**config.mk**
```make
export PLATFORM = sky130hd
export DESIGN_NAME = rptr_empty_flat
export DESIGN_NICKNAME = d
export VERILOG_FILES = /design/src/rtl/rptr_empty_if.sv /design/src/rtl/rptr_empty.sv /design/src/flat_wrapper.sv
export SDC_FILE = /design/constraint.sdc
export NUM_CORES = 1
export LEC_CHECK = 0
export CAP_MARGIN = 20
export CORE_UTILIZATION = 35
export DETAILED_ROUTE_END_ITERATION = 6
export PLACE_DENSITY = 0.62
export SYNTH_ARGS = -nofsm -noshare
export SYNTH_HDL_FRONTEND = slang
export SYNTH_SLANG_ARGS = --single-unit
```
**constraint.sdc**
```tcl
create_clock -name i_rclk -period 3.4 [get_ports i_rclk]
set_input_delay 0.68 -clock i_rclk [delete_from_list [all_inputs] [get_ports i_rclk]]
set_output_delay 0.68 -clock i_rclk [all_outputs]
set_load 0.1 [all_outputs]
```
**src/rtl/rptr_empty_if.sv**
```systemverilog
// rptr_empty_if
//   Read-side bundle between the FIFO read port logic and the read pointer /
//   empty-flag block.
//   master : the surrounding read logic (drives rinc and the synchronized
//            write pointer, consumes the address, pointer and flags)
//   slave  : rptr_empty itself
//   Signals:
//     rinc        read request
//     rq2_wptr    Gray write pointer already synchronized into the read clock
//     raddr       binary RAM read address
//     rptr        registered Gray read pointer, exported to the write domain
//     rempty      [0] empty, [1] almost-empty (exactly one entry readable)
//     rlevel      registered fill estimate, 0..2^ADDRSIZE
//     runderflow  one-cycle pulse when a read is rejected
interface rptr_empty_if #(
   parameter int ADDRSIZE = 4
);
   logic                rinc;
   logic [ADDRSIZE:0]   rq2_wptr;
   logic [ADDRSIZE-1:0] raddr;
   logic [ADDRSIZE:0]   rptr;
   logic [1:0]          rempty;
   logic [ADDRSIZE:0]   rlevel;
   logic                runderflow;

   modport master (
      output rinc,
      output rq2_wptr,
      input  raddr,
      input  rptr,
      input  rempty,
      input  rlevel,
      input  runderflow
   );

   modport slave (
      input  rinc,
      input  rq2_wptr,
      output raddr,
      output rptr,
      output rempty,
      output rlevel,
      output runderflow
   );
endinterface

```
**src/rtl/rptr_empty.sv**
```systemverilog
// rptr_empty
//   Read-domain pointer and empty-flag generator of the dual-clock FIFO.
//   Keeps a binary read counter (low bits address the RAM) and a Gray copy
//   handed to the write domain. Against the synchronized Gray write pointer it
//   registers empty / almost-empty flags, a fill-level estimate and an
//   underflow strobe. All outputs are registered and move on the same edge.
//   Ports:
//     i_rclk  read clock
//     i_rrst  synchronous active-high reset
//     bus     rptr_empty_if.slave (rinc, rq2_wptr in; raddr, rptr, rempty,
//             rlevel, runderflow out)
module rptr_empty #(
   parameter int ADDRSIZE = 4
) (
   input  logic         i_rclk,
   input  logic         i_rrst,
   rptr_empty_if.slave  bus
);

   logic [ADDRSIZE:0] r_bin;
   logic [ADDRSIZE:0] r_ptr;
   logic [ADDRSIZE:0] r_level;
   logic [1:0]        r_empty;
   logic              r_underflow;

   logic              w_accept;
   logic [ADDRSIZE:0] w_binnext;
   logic [ADDRSIZE:0] w_bin2next;
   logic [ADDRSIZE:0] w_graynext;
   logic [ADDRSIZE:0] w_gray2next;
   logic [ADDRSIZE:0] w_wbin;

   function automatic logic [ADDRSIZE:0] gray2bin(input logic [ADDRSIZE:0] g);
      logic [ADDRSIZE:0] b;
      b[ADDRSIZE] = g[ADDRSIZE];
      for (int i = ADDRSIZE - 1; i >= 0; i--) begin
         b[i] = b[i+1] ^ g[i];
      end
      return b;
   endfunction

   // A read is taken only against the registered empty flag, so a rejected
   // request never moves the pointers.
   assign w_accept    = bus.rinc & ~r_empty[0];
   assign w_binnext   = r_bin + {{ADDRSIZE{1'b0}}, w_accept};
   assign w_bin2next  = w_binnext + {{ADDRSIZE{1'b0}}, 1'b1};
   assign w_graynext  = (w_binnext >> 1) ^ w_binnext;
   assign w_gray2next = (w_bin2next >> 1) ^ w_bin2next;
   assign w_wbin      = gray2bin(bus.rq2_wptr);

   // Flags and level are computed from the post-read pointer so they already
   // account for a read accepted on this edge. Full-width Gray compares keep
   // the wrap bit, so a full FIFO is never mistaken for an empty one.
   always_ff @(posedge i_rclk) begin
      if (i_rrst) begin
         r_bin       <= '0;
         r_ptr       <= '0;
         r_empty     <= 2'b01;
         r_level     <= '0;
         r_underflow <= 1'b0;
      end else begin
         r_bin       <= w_binnext;
         r_ptr       <= w_graynext;
         r_empty     <= {(w_gray2next == bus.rq2_wptr), (w_graynext == bus.rq2_wptr)};
         r_level     <= w_wbin - w_binnext;
         r_underflow <= bus.rinc & r_empty[0];
      end
   end

   assign bus.raddr      = r_bin[ADDRSIZE-1:0];
   assign bus.rptr       = r_ptr;
   assign bus.rempty     = r_empty;
   assign bus.rlevel     = r_level;
   assign bus.runderflow = r_underflow;

endmodule

```
**src/flat_wrapper.sv**
```systemverilog
// flat-port wrapper written by rule: the top's interface ports become plain ports
module rptr_empty_flat 
#(
   parameter int ADDRSIZE = 4
)
  (i_rclk, i_rrst, bus_rinc, bus_rq2_wptr, bus_raddr, bus_rptr, bus_rempty, bus_rlevel, bus_runderflow);
  rptr_empty_if #(.ADDRSIZE(ADDRSIZE)) bus_i ();
  input  logic i_rclk;
  input  logic i_rrst;
  input wire logic [$bits(bus_i.rinc)-1:0] bus_rinc;
  input wire logic [$bits(bus_i.rq2_wptr)-1:0] bus_rq2_wptr;
  output wire logic [$bits(bus_i.raddr)-1:0] bus_raddr;
  output wire logic [$bits(bus_i.rptr)-1:0] bus_rptr;
  output wire logic [$bits(bus_i.rempty)-1:0] bus_rempty;
  output wire logic [$bits(bus_i.rlevel)-1:0] bus_rlevel;
  output wire logic [$bits(bus_i.runderflow)-1:0] bus_runderflow;
  assign bus_i.rinc = bus_rinc;
  assign bus_i.rq2_wptr = bus_rq2_wptr;
  assign bus_raddr = bus_i.raddr;
  assign bus_rptr = bus_i.rptr;
  assign bus_rempty = bus_i.rempty;
  assign bus_rlevel = bus_i.rlevel;
  assign bus_runderflow = bus_i.runderflow;
  rptr_empty #(.ADDRSIZE(ADDRSIZE)) u_core (.i_rclk(i_rclk), .i_rrst(i_rrst), .bus(bus_i));
endmodule
```
# == Word level (Yosys, flattened, before mapping) ==
# Index checks and enable logic that the tools add are counted.
# word_totals
output_inout_bits,17
elab_cells,19
reg_bits,18
inputBits,8
# op_classes
addsub,3
n_bitwise,9
eq_ne,2
# ops
operator,n
== test 5 bit,2
XOR 4 x 5 -> 5 bit,2
adder 5 x 1 -> 5 bit,1
"adder 5 x 1 -> 5 bit, second input constant",1
subtractor 5 bit,1
XOR 1 bit,4
AND 1 bit,2
inverter 1 bit,1

# == Depth between registers and ports, before layout ==
# Gate-level depths: netlist of run 1.
# logic_depth
depth_word,6
depth_mapped,11
depth_no_buf,11

# == Worst setup path after synthesis of run 1 ==
# No wires, ideal clock.
# synth_timing
path_type,reg2reg
from,reg u_core.r_empty[0] (netlist: u_core.bus.rempty[0])
to,reg u_core.r_empty[1] (netlist: u_core.bus.rempty[1])
path_stages_with_launch,12
setup_slack_ps,196
synth_period_minus_slack_ps,3204
setup_time_ps,114
arrival_time_ps,3090
n_path_buf,0
required_ps,3286
cell_sequence,dfxtp_1 > nor2b_1 > ha_1 > nand3_1 > xor2_1 > inv_1 > ha_1 > nand2_1 > xnor3_1 > nor3_1 > o21ai_0 > a2111oi_0
# synth_via
elab_chain_len,6
# synth_lines
item,line_no,rtl
start: declaration,rptr_empty.sv:23,logic [1:0] r_empty;
start signal: assignment,rptr_empty.sv:64,"r_empty <= {(w_gray2next == bus.rq2_wptr), (w_graynext == bus.rq2_wptr)};"
inverter 1 bit,rptr_empty.sv:44,assign w_accept = bus.rinc & ~r_empty[0];
AND 1 bit,rptr_empty.sv:44,
adder 5 x 1 -> 5 bit,rptr_empty.sv:45,"assign w_binnext = r_bin + {{ADDRSIZE{1'b0}}, w_accept};"
named net u_core.w_binnext[3],rptr_empty.sv:27,logic [ADDRSIZE:0] w_binnext;
adder 5 x 1 -> 5 bit,rptr_empty.sv:46,"assign w_bin2next = w_binnext + {{ADDRSIZE{1'b0}}, 1'b1};"
XOR 4 x 5 -> 5 bit,rptr_empty.sv:48,assign w_gray2next = (w_bin2next >> 1) ^ w_bin2next;
== test 5 bit,rptr_empty.sv:64,
# The timed path passes the listed nets, and every way through them passes these cells.
# A chain may end at the register's enable or synchronous reset.

# == Worst setup path after layout of run 1 ==
# layout_timing
from,in bus_rinc
to,reg u_core.r_empty[1] (netlist: u_core.bus.rempty[1])
# layout_via
elab_chain_len,5
# layout_lines
item,line_no,rtl
start: declaration,flat_wrapper.sv:10,input wire logic [$bits(bus_i.rinc)-1:0] bus_rinc;
AND 1 bit,rptr_empty.sv:44,
adder 5 x 1 -> 5 bit,rptr_empty.sv:45,
named net u_core.w_binnext[2],rptr_empty.sv:27,
adder 5 x 1 -> 5 bit,rptr_empty.sv:46,
XOR 4 x 5 -> 5 bit,rptr_empty.sv:48,
== test 5 bit,rptr_empty.sv:64,
# The timed path passes the listed nets, and every way through them passes these cells.

==> results of run 1 <==
metrics by stage:
| stage | std cells | setup slack [ns] | area [um^2] | power [uW] |
|---|---|---|---|---|
| floorplan | 107 | 0.196 | 1060 | 455 |
| global placement | 165 | 0.187 | 1360 | 519 |
| detailed placement | 165 | 0.0170 | 1360 | 520 |
| CTS | 169 | 0.315 | 1390 | 633 |
| global route | 169 | 0.0403 | 1390 | 665 |
| finish | 169 | 0.310 | 1390 | 624 |
tightest hold or removal path, delay by kind of cell (launching register included):
kind	cells	cell delay (ns)
DFF	1	0.34
and+or+nand+nor	2	0.09
path summary, 6_finish.rpt:
kind | slack, ns | cells past startpoint | end
hold reg to reg | 0.45 | 2 | u_core.bus.runderflow
setup reg to reg | 0.85 | 10 | u_core.bus.rempty[1]
hold / removal | 0.45 | 2 | u_core.bus.runderflow
setup / recovery | 0.31 | 11 | u_core.bus.rempty[1]
metal layers:
layer,up-vias,share of wire [%]
met4,0,0.66
met1,393,45
met3,2,3.6
met5,-,0
met2,17,51
li1,427,-
cell families (layout without fill, tap and decap cells):
logic type      Yosys count  in the layout  synth area share [%]
compound gates           13             13                  8.05
buf+inv                   8             39                  3.07
flops                    17             17                  32.2
simple gates             36             36                  19.2
fa+ha+maj                 8              8                  9.47
xor+xnor                 24             24                  27.1
mux                       1              1                 0.947
registers in the layout (all words and copies together), names as in the netlist:
name / flops
u_core.r_bin: 4
u_core.bus.rptr: 5
u_core.bus.runderflow: 1
u_core.bus.rlevel: 5
u_core.bus.rempty: 2
layout make-up:
| class | count | area, um^2 | share of cell area [%] |
|---|---|---|---|
| Sequential cell | 17 | 340 | 24.5 |
| Timing Repair Buffer | 31 | 280 | 20.2 |
| Inverter | 4 | 15.0 | 1.08 |
| Tap cell | 31 | 38.8 | 2.80 |
| Clock buffer | 3 | 22.5 | 1.62 |
| Multi-Input combinational cell | 82 | 684 | 49.4 |
| Clock inverter | 1 | 5.00 | 0.361 |
layout by cell type, fill, tap and decap left out, types with 2 or more instances in the layout:
master and count:
sky130_fd_sc_hd__dfxtp_1 17, sky130_fd_sc_hd__o21ai_0 4, sky130_fd_sc_hd__inv_1 4, sky130_fd_sc_hd__nand2b_1 2, sky130_fd_sc_hd__nand3_1 2, sky130_fd_sc_hd__a21oi_1 2, sky130_fd_sc_hd__xnor2_1 11, sky130_fd_sc_hd__nand2_1 4
sky130_fd_sc_hd__and3_1 2, sky130_fd_sc_hd__nor3_1 6, sky130_fd_sc_hd__xor2_1 8, sky130_fd_sc_hd__nor2_1 7, sky130_fd_sc_hd__nor2b_1 6, sky130_fd_sc_hd__xnor3_1 2, sky130_fd_sc_hd__buf_4 12, sky130_fd_sc_hd__ha_1 8
sky130_fd_sc_hd__clkdlybuf4s50_1 19, sky130_fd_sc_hd__nor3b_1 2, sky130_fd_sc_hd__clkbuf_4 3
power groups by stage:
stage          sequential, uW  clock [uW]  combinational [uW]
3_3_place_gp              227           0                 292
6_report                  222         110                 292
4_1_cts                   222         117                 294
3_5_place_dp              227           0                 293
2_1_floorplan             355           0                 100
5_1_grt                   224         129                 312
==> results.toml, run 1 <==
[run_status]
outcome = "finished with violations"
violated_checks = "DRC"

[power]
cellInternalPower_uw = 353
power.leakage_uw = 0.000612
pwr_per_cell_area_nw_per_um2 = 450
netSwitchingPower_uw = 271
ir_worst_vdd_mv = 0.337
pwr-share-clk_pct = 17.6
power_frac_comb_pct = 46.8
power.sequential.fraction_pct = 35.6
switching_share_pct = 43.5

[sta]
slew_viol_final = 0
layout_worst_path_cycle_share_pct = 90.9
rsz_0062_raised_after_global_routing = "false"
finalSetupViolations = 0
finalCriticalPeriod_ns = 3.09
max_slew.worst_pin.slew_ns = 0.967
clock_skew_ns = 0.00188
timing.fmax_mhz = 324
final-hold-violation-count = 0
timing.setup.tns_ns = 0
relSlewSlack_pct = 35.3
whs_ns = 0.454

[global_route]
grt-ovfl-total = 0
grt_start_max_net_pins = 21
gr-usage-all-layers_pct = 14.9
met3_usage_pct = 2.27
grt_antenna_before_repair = 0
busiest_layer = "met2"
grt_pass1_vias = 882
grtUsageMet1_pct = 17.7
grt_first_pass_wirelength_um = 3850
grtUsageMet2_pct = 26.9

[cts]
h-tree-depth = 1
cts.repair.resized = 0
cts-root-to-sink-buffers = 2
cts_clk_pin_slew_worst_paths_ns = 0.10
buffer_type_at_the_clock_tree_root = "sky130_fd_sc_hd__clkbuf_4"
cts_hold_buffers = 0
cts_tree = "built"
source_to_sink_clock_delay_at_the_later_pin_of_the_worst_skew_pair_ns = 0.29
cts-buffers-inserted = 3
post_cts_buffers = 0
cts_sinks = 17

[setup_path]
critical_path_peak_fanout = 4
cp-end-kind = "flop"
path_buf_inv = 1
worst_path_most_repeated_cell = "sky130_fd_sc_hd__ha_1"
timing.critical_path.cells = "clkdlybuf4s50_1, nor2b_1, ha_1, ha_1, xor2_1, ha_1, nand2_1, xnor3_1, nor3_1, o21ai_0, a2111oi_0"
path_class = "in2reg"
timing.critical_path.from = "bus_rinc"
timing.critical_path.arrival_ns = 3.26
startpoint_class_of_the_critical_path = "primary input"
critical_path.max_stage_delay_ns = 0.47
data_required_time_of_the_worst_path_ns = 3.57
worst_reg2reg_startpoint = "u_core.bus.rempty[0]"
critical-path-top-delay-family = "XOR/XNOR gates"
crit_slowest_cell = "sky130_fd_sc_hd__clkdlybuf4s50_1"

[drt]
average_vias_per_placed_instance = 4.96
route.antenna.remaining_nets = 0
drt_pre_antenna_iters = 6
avgRoutedWirePerCell_um = 12.5
vias = 839
route.detailed.drc = 4
drt_wl_total_um = 2120
drt_iter0_markers = 22

[finish]
number_of_antenna_repair_diodes = 0
finalCoreUtilization_pct = 49.4
nNetsFinal = 155
layout-drive-gt1-share_pct = 14.5
synth_to_layout_area_growth_pct = 31.1
nFillCells = 278

[placement]
place.detailed.hpwl_um = 1720
finalWeightedCongestion = 0.797
portBuffers = 24

[synth]
synthArstFlopShare_pct = 0
synth_enable_flop_cells = 0
ys_dominant_reg_cell = "sky130_fd_sc_hd__dfxtp_1"
synth-seq-area-share_pct = 32.2
syn_nets = 123
postSynthRegisterBits = 17
synthMostInstantiatedCell = "sky130_fd_sc_hd__dfxtp_1"
netlist_top_cells_area = "sky130_fd_sc_hd__dfxtp_1 32%, sky130_fd_sc_hd__ha_1 9.5%, sky130_fd_sc_hd__xnor2_1 9.1%"
yosysTopAreaCell = "sky130_fd_sc_hd__dfxtp_1"
synth.lib_cells_used.distinct = 36
synthesis.yosys.warnings = 0
ys_top_cells_by_count = "17 x sky130_fd_sc_hd__dfxtp_1, 11 x sky130_fd_sc_hd__xnor2_1, 8 x sky130_fd_sc_hd__ha_1, 8 x sky130_fd_sc_hd__xor2_1, 7 x sky130_fd_sc_hd__nor2_1"
post_synth.cell_area_avg_um2 = 9.88
postSynthCellCount = 107
netlist_area_um2 = 1060
synth_top_cell_area_share_pct = 32.2

[floorplanning]
start_util_pct = 37.7
num_rows = 19
die_area_um2 = 3240
boundaryPins = 25
die_height_um = 57.0
die_w_um = 57.0
design.core.area_um2 = 2810

[min_path]
holdCritPathClass = "reg2reg"
hold_path_startpoint = "u_core.bus.rempty[0]"

[flow_run]
max_cap_viol_count = 0
(Power assumes the default switching activity.)
==> inputs of run 2 (changes only) <==
--- a/config.mk
+++ b/config.mk
@@ -5,9 +5,11 @@
 export SDC_FILE = /design/constraint.sdc
 export NUM_CORES = 1
 export LEC_CHECK = 0
+export ABC_CLOCK_PERIOD_IN_PS = 3400
 export CAP_MARGIN = 20
 export CORE_UTILIZATION = 35
 export DETAILED_ROUTE_END_ITERATION = 6
+export GPL_ROUTABILITY_DRIVEN = 1
 export PLACE_DENSITY = 0.62
 export SYNTH_ARGS = -nofsm -noshare
 export SYNTH_HDL_FRONTEND = slang
==> results of run 2 <==
Final layout, timing and power as in run 1 (identical DEF).
